[src/rtl/fpu_issue_sched.sv]
// Single-issue FPU scheduler: accepts decoded FPU ops, starts the matching unit,
// reserves the shared freg write port in a shift ring and tracks pending destinations.
module fpu_issue_sched #(
  parameter int unsigned ADD_LAT = 3,
  parameter int unsigned MUL_LAT = 2,
  parameter int unsigned DIV_LAT = 12,
  parameter int unsigned MAX_LAT = 12
) (
  input  logic        CLK,
  input  logic        RST_N,
  input  logic        issue_valid,
  output logic        issue_ready,
  input  logic [5:0]  issue_funct,
  input  logic [4:0]  issue_fs,
  input  logic [4:0]  issue_ft,
  input  logic [4:0]  issue_fd,
  input  logic [31:0] mov_data,
  output logic        add_start,
  output logic        mul_start,
  output logic        div_start,
  output logic        add_sub,
  input  logic [31:0] add_result,
  input  logic [31:0] mul_result,
  input  logic [31:0] div_result,
  output logic        wb_valid,
  output logic [4:0]  wb_idx,
  output logic [31:0] wb_data,
  output logic [31:0] busy_mask,
  output logic        illegal,
  output logic        idle
);

  localparam int unsigned IW = (MAX_LAT > 1) ? $clog2(MAX_LAT) : 1;
  localparam int unsigned CW = $clog2(DIV_LAT + 1);

  typedef enum logic [1:0] {SRC_ADD, SRC_MUL, SRC_DIV, SRC_MOV} src_e;

  typedef struct packed {
    logic       valid;
    logic [4:0] idx;
    src_e       src;
  } slot_t;

  slot_t          ring_q  [MAX_LAT];
  slot_t          ring_sh [MAX_LAT];
  slot_t          ring_d  [MAX_LAT];
  logic [31:0]    busy_q;
  logic [31:0]    busy_d;
  logic [CW-1:0]  div_cnt_q;
  logic [31:0]    mov_q;
  logic           div_busy;

  logic           legal;
  logic           uses_fs;
  logic           is_div;
  src_e           op_src;
  logic [IW-1:0]  lat_m1;
  logic           slot_free;
  logic           hazard;
  logic           accept_op;
  logic           any_valid;
  logic [31:0]    wb_clr;
  logic [31:0]    issue_set;

  // Decode funct into latency, writeback source and operand usage.
  always_comb begin
    legal   = 1'b1;
    uses_fs = 1'b1;
    is_div  = 1'b0;
    op_src  = SRC_ADD;
    lat_m1  = '0;
    case (issue_funct)
      6'd0, 6'd1: begin
        op_src = SRC_ADD;
        lat_m1 = IW'(ADD_LAT - 1);
      end
      6'd2: begin
        op_src = SRC_MUL;
        lat_m1 = IW'(MUL_LAT - 1);
      end
      6'd3: begin
        op_src = SRC_DIV;
        lat_m1 = IW'(DIV_LAT - 1);
        is_div = 1'b1;
      end
      6'd6: begin
        op_src  = SRC_MOV;
        lat_m1  = '0;
        uses_fs = 1'b0;
      end
      default: legal = 1'b0;
    endcase
  end

  // Ring as it will look after this cycle's shift, before inserting the new op.
  always_comb begin
    for (int k = 0; k < int'(MAX_LAT) - 1; k++) begin
      ring_sh[k] = ring_q[k+1];
    end
    ring_sh[MAX_LAT-1] = '0;
  end

  assign div_busy  = (div_cnt_q != '0);
  assign slot_free = ~ring_sh[lat_m1].valid;
  assign hazard    = busy_q[issue_ft] | busy_q[issue_fd] | (uses_fs & busy_q[issue_fs]);

  assign issue_ready = ~legal | (slot_free & ~hazard & ~(is_div & div_busy));
  assign accept_op   = issue_valid & issue_ready & legal;

  assign add_start = accept_op & (op_src == SRC_ADD);
  assign mul_start = accept_op & (op_src == SRC_MUL);
  assign div_start = accept_op & (op_src == SRC_DIV);
  assign add_sub   = issue_funct[0];
  assign illegal   = issue_valid & ~legal;

  always_comb begin
    for (int k = 0; k < int'(MAX_LAT); k++) begin
      ring_d[k] = ring_sh[k];
    end
    if (accept_op) begin
      ring_d[lat_m1] = '{valid: 1'b1, idx: issue_fd, src: op_src};
    end
  end

  // Writeback is driven straight from the head of the ring.
  assign wb_valid = ring_q[0].valid;
  assign wb_idx   = ring_q[0].idx;

  always_comb begin
    case (ring_q[0].src)
      SRC_ADD: wb_data = add_result;
      SRC_MUL: wb_data = mul_result;
      SRC_DIV: wb_data = div_result;
      default: wb_data = mov_q;
    endcase
  end

  // A new reservation on the same index overrides the retiring one.
  assign wb_clr    = wb_valid ? (32'd1 << wb_idx) : 32'd0;
  assign issue_set = accept_op ? (32'd1 << issue_fd) : 32'd0;
  assign busy_d    = (busy_q & ~wb_clr) | issue_set;
  assign busy_mask = busy_q;

  always_comb begin
    any_valid = 1'b0;
    for (int k = 0; k < int'(MAX_LAT); k++) begin
      any_valid = any_valid | ring_q[k].valid;
    end
  end

  assign idle = ~any_valid & ~div_busy;

  always_ff @(posedge CLK or negedge RST_N) begin
    if (!RST_N) begin
      for (int k = 0; k < int'(MAX_LAT); k++) begin
        ring_q[k] <= '0;
      end
      busy_q    <= '0;
      div_cnt_q <= '0;
      mov_q     <= '0;
    end else begin
      for (int k = 0; k < int'(MAX_LAT); k++) begin
        ring_q[k] <= ring_d[k];
      end
      busy_q <= busy_d;
      if (div_start) begin
        div_cnt_q <= CW'(DIV_LAT - 1);
      end else if (div_busy) begin
        div_cnt_q <= div_cnt_q - CW'(1);
      end
      if (accept_op && (op_src == SRC_MOV)) begin
        mov_q <= mov_data;
      end
    end
  end

endmodule

[config.mk]
export PLATFORM = sky130hd
export DESIGN_NAME = fpu_issue_sched
export DESIGN_NICKNAME = d
export VERILOG_FILES = /design/src/rtl/fpu_issue_sched.sv
export SDC_FILE = /design/constraint.sdc
export NUM_CORES = 1
export LEC_CHECK = 0
export ABC_AREA = 1
export BUFFER_PORTS_ARGS = -buffer_cell sky130_fd_sc_hd__clkbuf_2
export CAP_MARGIN = 20
export CORE_UTILIZATION = 55
export CTS_BUF_LIST = sky130_fd_sc_hd__clkbuf_16
export DETAILED_ROUTE_END_ITERATION = 8
export PLACE_DENSITY = 0.85
export SETUP_SLACK_MARGIN = 0.4
export SLEW_MARGIN = 0
export SYNTH_ARGS = -nofsm -noshare
export SYNTH_HDL_FRONTEND = slang
export SYNTH_SLANG_ARGS = --single-unit
[constraint.sdc]
create_clock -name CLK -period 6.9 [get_ports CLK]
set_input_delay 2.07 -clock CLK [delete_from_list [all_inputs] [get_ports CLK]]
set_output_delay 2.07 -clock CLK [all_outputs]
set_load 0.005 [all_outputs]
**Word-level counts from Yosys, hierarchy flattened**

Index checks and enable logic that the tools add are counted.

- Flip-flop bits (word level): 164
- Input bits: 152
- Output and inout bits: 77
- Word-level logic and storage cells: 123

- Add/sub/neg operators: 1
- Order comparisons: 5
- Eq/ne operators: 9
- Shift operators: 2
- Mux-type cells: 23
- Bitwise operators: 35
- Reduce and logical (&&, ||, !) cells: 9

Operator list:

| cell | count |
|---|---|
| bitwise mux 96 bit | 1 |
| 2-to-1 mux 96 bit | 1 |
| one-hot mux 32 bit (3 select lines) | 1 |
| 2-to-1 mux 32 bit | 2 |
| left shift 1 x 5 -> 32 bit (first input constant) | 2 |
| AND 32 bit | 1 |
| binary-select mux 8 bit (select 4 bit) | 1 |
| demux 8 bit (select 4 bit) | 1 |
| inverter 32 bit | 1 |
| OR 32 bit | 1 |
| 2-to-1 mux 8 bit | 3 |
| < comparator 5 x 6 -> 1 bit (second input constant) | 3 |
| binary-select mux 1 bit (select 5 bit) | 3 |
| OR 1 bit | 14 |
| == test 6 x 2 -> 1 bit (second input constant) | 2 |
| one-hot mux 4 bit (3 select lines) | 1 |
| AND 1 bit | 11 |
| 2-to-1 mux 4 bit | 2 |
| == test 2 bit (second input constant) | 3 |
| == test 6 x 1 -> 1 bit (second input constant) | 1 |
| == test 6 x 3 -> 1 bit (second input constant) | 1 |
| zero test 6 bit | 1 |
| 2-to-1 mux 1 bit | 6 |
| inverter 1 bit | 6 |
| 12 further kinds | 15 |

**Depth between registers and ports, before layout**

- Depth after elaboration: 15
- Depth in mapped cells: 16
- Mapped depth without buffers: 14

**Worst setup path after synthesis**

OpenSTA, ideal clock, no wires.

- Kind: input -> output
- Start: input issue_funct[5]
- End: output mul_start
- Data arrival time: 3360 ps
- Required time: 4830 ps
- Path slack: 1470 ps
- Stages on the path: 12
- Buffers on the path: 1
- Cells stage by stage: nor2_1 nand2_1 nor2_1 a22oi_1 nand2_1 nand2_1 a21oi_1 nand3_1 nor2_4 buf_4 nand2_1 nor2_1

- Cells in the longest elaborated chain, start to end: 14
- Elaborated cells between the ends (all ways): 30
- Those cells by class: eq/ne (5); mux (8); bitwise (14); reduce/logical (3)

Ends and longest elaborated chain:

| what | line | RTL |
|---|---|---|
| start: declaration | 13 | `input logic [5:0] issue_funct,` |
| == test 6 x 1 -> 1 bit / zero test 6 bit (equally long branches) | 72 | `case (issue_funct)` |
| OR reduction 2 bit | 72 |  |
| one-hot mux 4 bit (3 select lines) | 72 |  |
| inverter 4 -> 5 bit (not written as such) | 104 | `assign slot_free = ~ring_sh[lat_m1].valid;` |
| binary-select mux 8 bit (select 4 bit) | 104 |  |
| 2-to-1 mux 8 bit (not written as such) (2 in series) | 104 |  |
| inverter 1 bit | 104 |  |
| AND 1 bit (2 in series) | 107 | `assign issue_ready = ~legal \| (slot_free & ~hazard & ~(is_div & div_busy));` |
| OR 1 bit | 107 |  |
| AND 1 bit (2 in series) | 108 | `assign accept_op = issue_valid & issue_ready & legal;` |
| AND 1 bit * | 111 | `assign mul_start = accept_op & (op_src == SRC_MUL);` |
| end: declaration | 19 | `output logic mul_start,` |

Mark *: on every way between the ends. The rest lies on a longest branch, timed or not. The select of a mux whose other input is x is not followed.

**Worst setup path after layout**

- Start: input issue_fd[0]
- End: output div_start

- Cells in the longest elaborated chain, start to end: 11

Ends and longest elaborated chain:

| what | line | RTL |
|---|---|---|
| start: declaration | 16 | `input logic [4:0] issue_fd,` |
| binary-select mux 1 bit (select 5 bit) | 105 | `assign hazard = busy_q[issue_ft] \| busy_q[issue_fd] \| (uses_fs & busy_q[issue_fs]);` |
| 2-to-1 mux 1 bit (not written as such) | 105 |  |
| OR 1 bit (2 in series) | 105 |  |
| inverter 1 bit | 107 |  |
| AND 1 bit (2 in series) | 107 |  |
| OR 1 bit | 107 |  |
| AND 1 bit (2 in series) | 108 |  |
| AND 1 bit | 112 | `assign div_start = accept_op & (op_src == SRC_DIV);` |
| end: declaration | 20 | `output logic div_start,` |

Every way passes these cells. The select of a mux whose other input is x is not followed.

==> out/results.tsv <==
metric	value	unit
status	finished clean	
fill count	1194	
register area	4100	µm²
crit path capture type	primary output	
nets@finish	1375	
fraction of final layout cells sized beyond drive strength 1	22.2	%
Clock Skew	0.00576	ns
Initial Util	56.7	%
vias per cell	5.52	
Seq/Total Area, Yosys	51.7	%
crit-path cells	clkbuf_2, inv_2, nand2_1, nor2_1, nor2_1, nand3_1, nand3_1, nand2_1, nand2_1, nand2_1, nor2_1, nand3_1, nor2_4, nand2_2, inv_1, clkbuf_2	
root buf cell	clkbuf_16	
GR Util met1	43.9	%
TritonRoute pass-1 iters	8	
Fin. Hold Viols	0	
Avg Cell Area, Syn	7.53	µm²
via count	7795	
ant diodes	0	
Iteration-0 DRC Markers	979	
Ports	229	
post-synth cell types	27	
Hold Buf Count CTS	0	
max incr delay on CP	0.33	ns
CP arrival	4.05	ns
Post-Synth Simple-Gate Area	32.8	%
startpoint types	primary input	
Yosys warnings	0	
HP Start	ring_q[52]$_DFF_PN0_	
first-pass GRT wire length	34.9	mm
CP delay by family, top	simple AND/OR/NAND/NOR gates	
unrepaired setup endpoints after global routing	no	
Hold Crit Class	reg2reg	
pwr dens	224	nW/µm²
die width	122	µm
global routing's busiest layer	met2	
GP Congestion	0.924	
mapped cell area	7930	µm²
slew margin rel.	34.0	%
Worst Reg-to-Reg Cells	13	
number of global-route vias before repair	6725	
share of Yosys cell area claimed by the top area cell type	51.7	%
setup_tns	0	ns
compound-cell area share of the yosys netlist	7.13	%
syn nets	1207	
Post-synth EDFFs	0	
Placement Rows	43	
worst skew pair latency	0.42	ns
Final setup viols	0	
total track usage	31.1	%
max_cap viols	0	
CP bufs+invs	4	
cell count after synthesis	1053	
grt total ovfl	0	
drt total wl	23.1	mm
met2 usage	46.7	%
CTS tree	yes	
Crit Reg-Reg Startpoint	div_cnt_q[0]$_DFFE_PN0P_	
Final period util	88.7	%
CTS Sinks	164	
wire per inst	16.3	µm
Synth area leader	dfrtp_1	
area of the multi-input gates	3210	µm²
drt drc	0	
min Tclk post-route	6.12	ns
slowest cell on the critical path	clkbuf_2	
worst reg2reg endpoint	mov_q[9]$_DFFE_PN0P_	
Longest Clk Path Bufs	2	
Syn-to-layout area delta	20.4	%
die height	122	µm
Min-Delay Path Depth	0	
met3 usage	7.07	%
CP Data Required Time	4.83	ns
Max Transition Viols Final	0	
CTS Buf Count	17	
clk slew on worst S/H paths	0.06	ns
Worst Tran Pin Value	0.989	ns
most frequent cells in the layout	425 x nand2_1, 227 x clkbuf_2, 164 x dfrtp_1	
antenna violations before repair	0	
r2r setup slk	4.30	ns
XOR/XNOR Fraction of Synth Area	0.110	%
Pleak	5.16	nW
leading cell type in the layout, fill and taps excluded	nand2_1	
Port-buffer cells	228	
predominant post-synthesis flop cell	dfrtp_1	
f_max	163	MHz
mux contribution to synthesized area	0	%
main area contributors after synthesis	dfrtp_1 52%, nand2_1 20%, o21ai_0 5.6%	
Final Power	2.14	mW
Core Area	14000	µm²
Die Area	14900	µm²
crit-path max FO	22	
largest net degree at the start of global routing	122	
DRT antenna net count	0	
most frequent CP cell	nand2_1	
FFs w/ async S/R, synth	100	%
Post-Synth Adder-Cell Area	0.315	%
WHS Endpoint	ring_q[60]$_DFF_PN0_	
Max VDD drop	0.224	mV
Post-DP HPWL	16.4	mm
H-tree lvl count	4	
CP Class	in2out	
number of synthesized register bits	164	
largest family of logic cells by synthesized area	simple AND/OR/NAND/NOR gates	
==> flip-flops by register name, summed over array words and instances, names as in the netlist <==
signal     cells
ring_q        90
wb_idx         5
busy_mask     32
div_cnt_q      4
wb_valid       1
mov_q         32
==> repair_timing <==
action	4_1_cts	5_1_grt
setup endpoints to repair	0	1
buffers inserted	0	0
gates resized for setup	0	1
==> cell usage after synthesis, types with 2 or more instances <==
master,instances
inv_1,54
nor4_1,2
a21oi_1,8
buf_2,11
nor2_1,43
clkinv_1,2
ha_1,2
nand4_1,39
o21ai_0,88
clkbuf_1,66
buf_4,12
dfrtp_1,164
nand2_1,426
nand3_1,87
o211ai_1,2
inv_2,5
nor3_1,22
o21ai_1,11
==> kinds of logic (layout without fill, tap and decap cells) <==
family / count (synthesis) / count (layout)
flip-flops: 164 / 164
other: 1 / 1
AND/OR/NAND/NOR: 624 / 624
XOR/XNOR: 1 / 1
AO/OA/AOI/OAI: 111 / 111
buffers and inverters: 150 / 330
adder cells (fa/ha/maj): 2 / 2
==> through the flow <==
step / instances / instance area (µm²) / hold WS (ns) / util, % / setup slack (ns)
2_1_floorplan: 1053 / 7930 / 0.331 / - / 1.47
3_3_place_gp: 1379 / 8970 / 0.332 / 64.1 / 0.757
3_5_place_dp: 1381 / 9000 / 0.335 / 64.3 / 0.686
4_1_cts: 1412 / 9520 / 0.348 / 68.1 / 0.684
5_1_grt: 1413 / 9550 / 0.352 / 68.3 / 0.511
6_report: 1413 / 9550 / 0.346 / 68.3 / 0.776
==> worst max path at each step <==
stage / slack [ns] / start / to / cells past startpoint
detailed placement: 0.69 / issue_fd[0] / div_start / 16
global route: 0.51 / issue_fd[0] / div_start / 16
CTS: 0.68 / issue_fd[0] / div_start / 16
global placement: 0.76 / issue_fd[0] / div_start / 16
floorplan: 1.47 / issue_funct[5] / mul_start / 12
finish: 0.78 / issue_fd[0] / div_start / 16
==> routing by layer <==
metal | share of wire, % | vias up
met1 | 42 | 3627
li1 | - | 3677
met4 | 2.9 | 0
met5 | 0 | -
met2 | 46 | 433
met3 | 9.4 | 58
==> area by class of cell <==
cell class / instances / area share (%)
sequential: 164 / 43.0
clock buffer: 17 / 4.45
inverter: 61 / 2.40
multi-input combinational: 739 / 33.6
timing repair buffer: 238 / 13.2
tap: 180 / 2.36
clock inverter: 14 / 1.02
==> power breakdown <==
group / total (mW) / switching (mW) / leakage (nW) / internal (mW)
sequential: 1.03 / 0.0250 / 2.08 / 1.00
clock: 0.840 / 0.356 / 0.269 / 0.484
combinational: 0.274 / 0.164 / 2.81 / 0.110
Note: power is estimated with default switching activity, not from simulation.
